## src/rtl/pixel_stream_reader_pkg.sv

```systemverilog
// Shared video definitions: reader FSM encoding, default 320x240 geometry,
// and the counter width helper used to size every counter from parameters.
package pixel_stream_reader_pkg;

  typedef enum logic [1:0] {
    sIdle  = 2'd0,
    sRun   = 2'd1,
    sDrain = 2'd2
  } stateT;

  localparam int cDefHActive = 320;
  localparam int cDefVActive = 240;

  // Bits needed to hold the values 0..n-1 (never less than one bit).
  function automatic int widthOf(input int n);
    return (n <= 2) ? 1 : $clog2(n);
  endfunction

endpackage

```

## src/rtl/pixel_stream_reader_syncskidbuffer.sv

```systemverilog
// Single-clock register FIFO used as the reader's output buffer; head is
// visible combinationally, writes when full and reads when empty are dropped.
module syncSkidBuffer
  import pixel_stream_reader_pkg::*;
#(
  parameter int pWidth = 24,
  parameter int pDepth = 4
) (
  input  logic                             iClk,
  input  logic                             iRst,
  input  logic                             iWrEn,
  input  logic [pWidth-1:0]                iWrData,
  input  logic                             iRdEn,
  output logic [pWidth-1:0]                oRdData,
  output logic                             oFull,
  output logic                             oEmpty,
  output logic [widthOf(pDepth+1)-1:0]     oCount
);

  localparam int cPtrW = widthOf(pDepth);
  localparam int cCntW = widthOf(pDepth + 1);

  logic [pWidth-1:0] mem [pDepth];
  logic [cPtrW-1:0]  wrPtr;
  logic [cPtrW-1:0]  rdPtr;
  logic [cCntW-1:0]  count;
  logic              wrOk;
  logic              rdOk;

  assign oEmpty  = (count == '0);
  assign oFull   = (count == cCntW'(pDepth));
  assign oCount  = count;
  assign oRdData = mem[rdPtr];
  assign wrOk    = iWrEn && !oFull;
  assign rdOk    = iRdEn && !oEmpty;

  // Depth is a power of two, so pointers wrap by natural overflow.
  always_ff @(posedge iClk) begin
    if (iRst) begin
      wrPtr <= '0;
      rdPtr <= '0;
      count <= '0;
    end else begin
      if (wrOk) wrPtr <= wrPtr + cPtrW'(1);
      if (rdOk) rdPtr <= rdPtr + cPtrW'(1);
      case ({wrOk, rdOk})
        2'b10:   count <= count + cCntW'(1);
        2'b01:   count <= count - cCntW'(1);
        default: ;
      endcase
    end
  end

  always_ff @(posedge iClk) begin
    if (wrOk && !iRst) mem[wrPtr] <= iWrData;
  end

endmodule

```

## src/rtl/pixel_stream_reader.sv

```systemverilog
// Reads a frame of pixels from a fixed-latency FIFO into a credit-limited
// buffer and streams it out valid/ready with SOF/EOL/frame-done markers.
module pixel_stream_reader
  import pixel_stream_reader_pkg::*;
#(
  parameter int pBitWidth  = 24,
  parameter int pHActive   = cDefHActive,
  parameter int pVActive   = cDefVActive,
  parameter int pRdLatency = 2,
  parameter int pSkidDepth = 4
) (
  input  logic                 iClk,
  input  logic                 iRst,
  input  logic                 iEnable,
  output logic                 oRE,
  input  logic [pBitWidth-1:0] iRD,
  input  logic                 iRVD,
  input  logic                 iEMP,
  output logic [pBitWidth-1:0] oData,
  output logic                 oValid,
  input  logic                 iReady,
  output logic                 oSof,
  output logic                 oEol,
  output logic                 oFrameDone,
  output logic                 oErr
);

  localparam int cTotal = pHActive * pVActive;
  localparam int cXW    = widthOf(pHActive);
  localparam int cYW    = widthOf(pVActive);
  localparam int cIssW  = widthOf(cTotal + 1);
  localparam int cCntW  = widthOf(pSkidDepth + 1);
  localparam int cLatW  = widthOf(pRdLatency + 1);

  localparam logic [cXW-1:0]   cXLast   = cXW'(pHActive - 1);
  localparam logic [cYW-1:0]   cYLast   = cYW'(pVActive - 1);
  localparam logic [cIssW-1:0] cIssAll  = cIssW'(cTotal);
  localparam logic [cCntW:0]   cCredits = (cCntW + 1)'(pSkidDepth);

  stateT                stateQ;
  stateT                stateD;
  logic [cIssW-1:0]     issuedCnt;
  logic [cCntW-1:0]     inFlight;
  logic [cCntW-1:0]     bufCount;
  logic [cLatW-1:0]     ignoreCnt;
  logic [cXW-1:0]       xCnt;
  logic [cYW-1:0]       yCnt;
  logic [pBitWidth-1:0] bufHead;
  logic [cCntW:0]       credUsed;
  logic                 bufFull;
  logic                 bufEmpty;
  logic                 rdIssue;
  logic                 rvdLive;
  logic                 rvdRet;
  logic                 bufWr;
  logic                 xfer;
  logic                 frameIssued;

  assign frameIssued = (issuedCnt == cIssAll);
  assign credUsed    = {1'b0, bufCount} + {1'b0, inFlight};

  // Returns landing inside the post-reset window belong to reads issued before
  // reset; they are dropped silently rather than flagged.
  assign rvdLive = iRVD && (ignoreCnt == '0);
  assign rvdRet  = rvdLive && (inFlight != '0);
  assign bufWr   = rvdRet && !bufFull;

  always_ff @(posedge iClk) begin
    if (iRst) stateQ <= sIdle;
    else      stateQ <= stateD;
  end

  always_comb begin
    stateD = stateQ;
    case (stateQ)
      sIdle:   if (iEnable) stateD = sRun;
      sRun:    if (frameIssued || !iEnable) stateD = sDrain;
      sDrain:  if ((inFlight == '0) && bufEmpty) stateD = sIdle;
      default: stateD = sIdle;
    endcase
  end

  always_comb begin
    rdIssue = 1'b0;
    if ((stateQ == sRun) && !iRst && !iEMP && !frameIssued && (credUsed < cCredits))
      rdIssue = 1'b1;
  end

  assign oRE = rdIssue;

  always_ff @(posedge iClk) begin
    if (iRst) begin
      issuedCnt <= '0;
    end else if ((stateQ == sRun) && frameIssued) begin
      issuedCnt <= '0;
    end else if (rdIssue) begin
      issuedCnt <= issuedCnt + cIssW'(1);
    end
  end

  always_ff @(posedge iClk) begin
    if (iRst) begin
      inFlight <= '0;
    end else begin
      case ({rdIssue, rvdRet})
        2'b10:   inFlight <= inFlight + cCntW'(1);
        2'b01:   inFlight <= inFlight - cCntW'(1);
        default: ;
      endcase
    end
  end

  always_ff @(posedge iClk) begin
    if (iRst)                  ignoreCnt <= cLatW'(pRdLatency);
    else if (ignoreCnt != '0)  ignoreCnt <= ignoreCnt - cLatW'(1);
  end

  always_ff @(posedge iClk) begin
    if (iRst)                                      oErr <= 1'b0;
    else if (rvdLive && ((inFlight == '0) || bufFull)) oErr <= 1'b1;
  end

  syncSkidBuffer #(
    .pWidth (pBitWidth),
    .pDepth (pSkidDepth)
  ) uBuf (
    .iClk    (iClk),
    .iRst    (iRst),
    .iWrEn   (bufWr),
    .iWrData (iRD),
    .iRdEn   (xfer),
    .oRdData (bufHead),
    .oFull   (bufFull),
    .oEmpty  (bufEmpty),
    .oCount  (bufCount)
  );

  assign oValid = !bufEmpty;
  assign oData  = bufEmpty ? '0 : bufHead;
  assign xfer   = oValid && iReady;

  // Position survives enable drops so a paused frame resumes where it stopped.
  always_ff @(posedge iClk) begin
    if (iRst) begin
      xCnt <= '0;
      yCnt <= '0;
    end else if (xfer) begin
      if (xCnt == cXLast) begin
        xCnt <= '0;
        yCnt <= (yCnt == cYLast) ? '0 : yCnt + cYW'(1);
      end else begin
        xCnt <= xCnt + cXW'(1);
      end
    end
  end

  assign oSof       = oValid && (xCnt == '0) && (yCnt == '0);
  assign oEol       = oValid && (xCnt == cXLast);
  assign oFrameDone = xfer && (xCnt == cXLast) && (yCnt == cYLast);

endmodule

```

## config.mk

```make
export PLATFORM = sky130hd
export DESIGN_NAME = pixel_stream_reader
export DESIGN_NICKNAME = d
export VERILOG_FILES = /design/src/rtl/pixel_stream_reader_pkg.sv /design/src/rtl/pixel_stream_reader_syncskidbuffer.sv /design/src/rtl/pixel_stream_reader.sv
export SDC_FILE = /design/constraint.sdc
export NUM_CORES = 1
export LEC_CHECK = 0
export ABC_AREA = 1
export ABC_CLOCK_PERIOD_IN_PS = 3200
export CORE_MARGIN = 10
export CORE_UTILIZATION = 58
export CTS_BUF_LIST = sky130_fd_sc_hd__clkbuf_8 sky130_fd_sc_hd__clkbuf_16
export DETAILED_ROUTE_END_ITERATION = 10
export PLACE_DENSITY = 0.88
export SLEW_MARGIN = 25
export SYNTH_ARGS = -nofsm -noshare
export SYNTH_HDL_FRONTEND = slang
export SYNTH_SLANG_ARGS = --single-unit
```

## constraint.sdc

```tcl
create_clock -name iClk -period 3.2 [get_ports iClk]
set_clock_uncertainty 0.1 [all_clocks]
set_input_delay 0.64 -clock iClk [delete_from_list [all_inputs] [get_ports iClk]]
set_output_delay 0.64 -clock iClk [all_outputs]
set_load 0.05 [all_outputs]
```

==> metrics <==
DPL Wire Length=between 9 and 10 mm; DRT iter0 DRCs=around 530; Synth area leaders=edfxtp_1, dfxtp_1, nor2_1; Reg2Reg Setup Slack=0.58 ns; Clock H-tree levels=4; Crit Path Category=flop to output pin; initial antenna violation count=0; final hold violation count=0; post-synth top area cell=edfxtp_1; Post-DRT Antenna Nets=0; GRT overflow=0; Fin Setup TNS=0 ns; drt via density=5.56; Slew Limit Fails=0; Area after DPL=about 7400 um2; PnR Total Power=0.00432 W; Max-Cap Viols=0; met2 wire len=around 7.4 mm; WL final=around 15 mm; Total GRT Usage=around 18%; wire length per cell=approximately 16 um; Synth cell types=40; RSZ-0062 raised after global routing=true; Max Used Layer=met4; Clk pin slew, worst setup/hold paths=approximately 0.06 ns; DRC viols=0; vias in the first global route=5044; non-filler cells, final=~950; Post-Synth XOR/XNOR Area=1.42%; commonest cells in the netlist=nor2_1, edfxtp_1, nand2_1; minimum clock period=3.09 ns; Initial Utilization=59.2%; post-synthesis cell count=just over 700; most common cell in the netlist=nor2_1; Port Buf Inserts=slightly below 60; Die Area=approximately 16000 um2; CTS Hold Bufs=0; adder-cell area share of the yosys netlist=around 3.4%; Static Leak=about 2.9 nW; CP Capture Type=output pin; Clock Sinks=147; commonest register cell after synthesis=edfxtp_1; worst slew pin tran=about 0.91 ns; post-synthesis mux area share=0%; Mapped Area=6760 um2; layout cells sized above 1=a little over an eighth; Worst Min Path Start=uBuf.rdPtr[1]; worst skew pair latency=a little over 0.4 ns; die height=between 100 and 150 um; number of synthesized flops with an enable pin=96; worst relative slew slack=between 30% and 40%; met1 wire length=between 6 and 7 mm; first-pass GRT wire length=23.7 mm; post-layout util=roughly 70%; nets@finish=837; synthesis-stage register bit count=147; CP required=2.46 ns; maximum clock frequency=0.324 GHz; Yosys Warn Count=0; Core Footprint=11400 um2; Critical R2R Launch=issuedCnt[0]; sequential fraction of the synthesis area=57.7%; Longest Clk Path Bufs=2; placement row count=39; P&R area growth vs syn=18.9%; Avg Cell Area, Syn=~9.3 um2; GPL Wtd Cong=approximately 0.93; placed cell count=between 900 and 1000; cts bufs inserted=17; largest family of logic cells by synthesized area=simple AND/OR/NAND/NOR gates; Synth Area in Compound Gates=10.9%; ys async rst share=0%; io pins=60; period utilization=a little over nine tenths; CTS resizes=0; Arr. time, crit path=2.35 ns; simple-gate share of the synthesized area=a little over a fifth; DRT Pass-1 Iters=5; Die X=approximately 130 um; Vias=roughly 5300; CTS tree=built; Synth top area share=between 40% and 50%; Max VDD drop=just under 0.0004 V; post-route cell area=between 8000 and 9000 um2; Pwr per Cell Area=537 nW/um2; r2r endpoint=inFlight[2]; largest net degree at the start of global routing=49; Hold Path Class=flop to flop; critical path capture point=oData[13]; root buffer cell=clkbuf_16; met3 wire len=between 1 and 1.5 mm; syn nets=about 770; R2R depth=13; number of diodes=0; number of setup buffers added after CTS=0; critical path peak fanout=25; CP startpoint kind=flop; status=finished clean; Final Setup Violations=0
## final cells by class
type	count	area, um2
Clock buffer	17	425
Clock inverter	15	168
Fill cell	831	3380
Inverter	61	234
Multi-Input combinational cell	494	2500
Sequential cell	147	3900
Tap cell	143	179
Timing Repair Buffer	69	628
## kinds of logic after synthesis
kind of cell,after synthesis
AOI/OAI and AO/OA,139
xor gates and xnor gates,11
and+or+nand+nor,327
DFF,147
adders and majority gates,17
buffers and inverters,85
## state kept, by name, indices dropped and copies added (netlist names), named ones only
| signal | count |
|---|---|
| uBuf.wrPtr | 2 |
| stateQ | 2 |
| inFlight | 3 |
| issuedCnt | 17 |
| oErr | 1 |
| uBuf.mem | 96 |
| xCnt | 9 |
| ignoreCnt | 2 |
| uBuf.rdPtr | 2 |
| uBuf.oCount | 3 |
| yCnt | 8 |
## routing by layer
layer | vias to the layer above | track usage, %
met5 | - | 0
met4 | 0 | 6.62
met3 | 25 | 4.92
met2 | 193 | 29.9
met1 | 2468 | 21.3
li1 | 2575 | -
## placed cells by master, fill, tap and decap left out, types with 2 or more instances in the layout
cell type	count
inv_1	58
buf_12	2
a21oi_2	9
xnor2_1	2
nand4_1	10
nand2_2	13
clkinv_2	3
ha_1	15
nand3_1	32
nor2_2	7
inv_6	2
xor2_1	9
clkinvlp_4	5
dfxtp_1	51
nor3_1	8
edfxtp_1	96
o21ai_0	67
clkdlybuf4s50_1	32
bufinv_16	3
a31oi_1	2
a21oi_1	58
nor2_1	150
inv_2	4
clkbuf_16	17
buf_4	34
nand3b_1	2
nand2_1	96
fa_1	2
## worst max-delay path, cell delays in order (launching register included)
cell and delay [ns]:
dfxtp_1 0.31, buf_4 0.30, inv_1 0.49, nor2_1 0.28, o21ai_0 0.12, a21oi_1 0.20, buf_4 0.23
## where the power goes
part	switching [W]	internal [W]	leakage [nW]
logic	0.000185	0.000101	1.38
registers	0.0000149	0.00204	1.27
clock network	0.000755	0.00122	0.284
total	0.000956	0.00336	2.94
## per-stage QoR
| stage | setup slack, ns | hold WS, ns |
|---|---|---|
| floorplan | 0.0412 | 0.336 |
| global placement | 0.260 | 0.349 |
| CTS | 0.0471 | 0.384 |
| finish | 0.109 | 0.379 |
| global route | -0.0381 | 0.411 |
| detailed placement | 0.257 | 0.362 |
## how the worst min path moves through the flow
| stage | to | slack, ns | depth (start not counted) |
|---|---|---|---|
| 3_5_place_dp | flop | 0.36 | 2 |
| 3_3_place_gp | uBuf.rdPtr[1] | 0.35 | 2 |
| 4_1_cts | uBuf.rdPtr[0] | 0.38 | 1 |
| 6_report | uBuf.rdPtr[1] | 0.38 | 2 |
| 5_1_grt | uBuf.rdPtr[1] | 0.41 | 2 |
| 2_1_floorplan | ignoreCnt[1] | 0.34 | 2 |
Note: power is estimated with default switching activity, not from simulation.
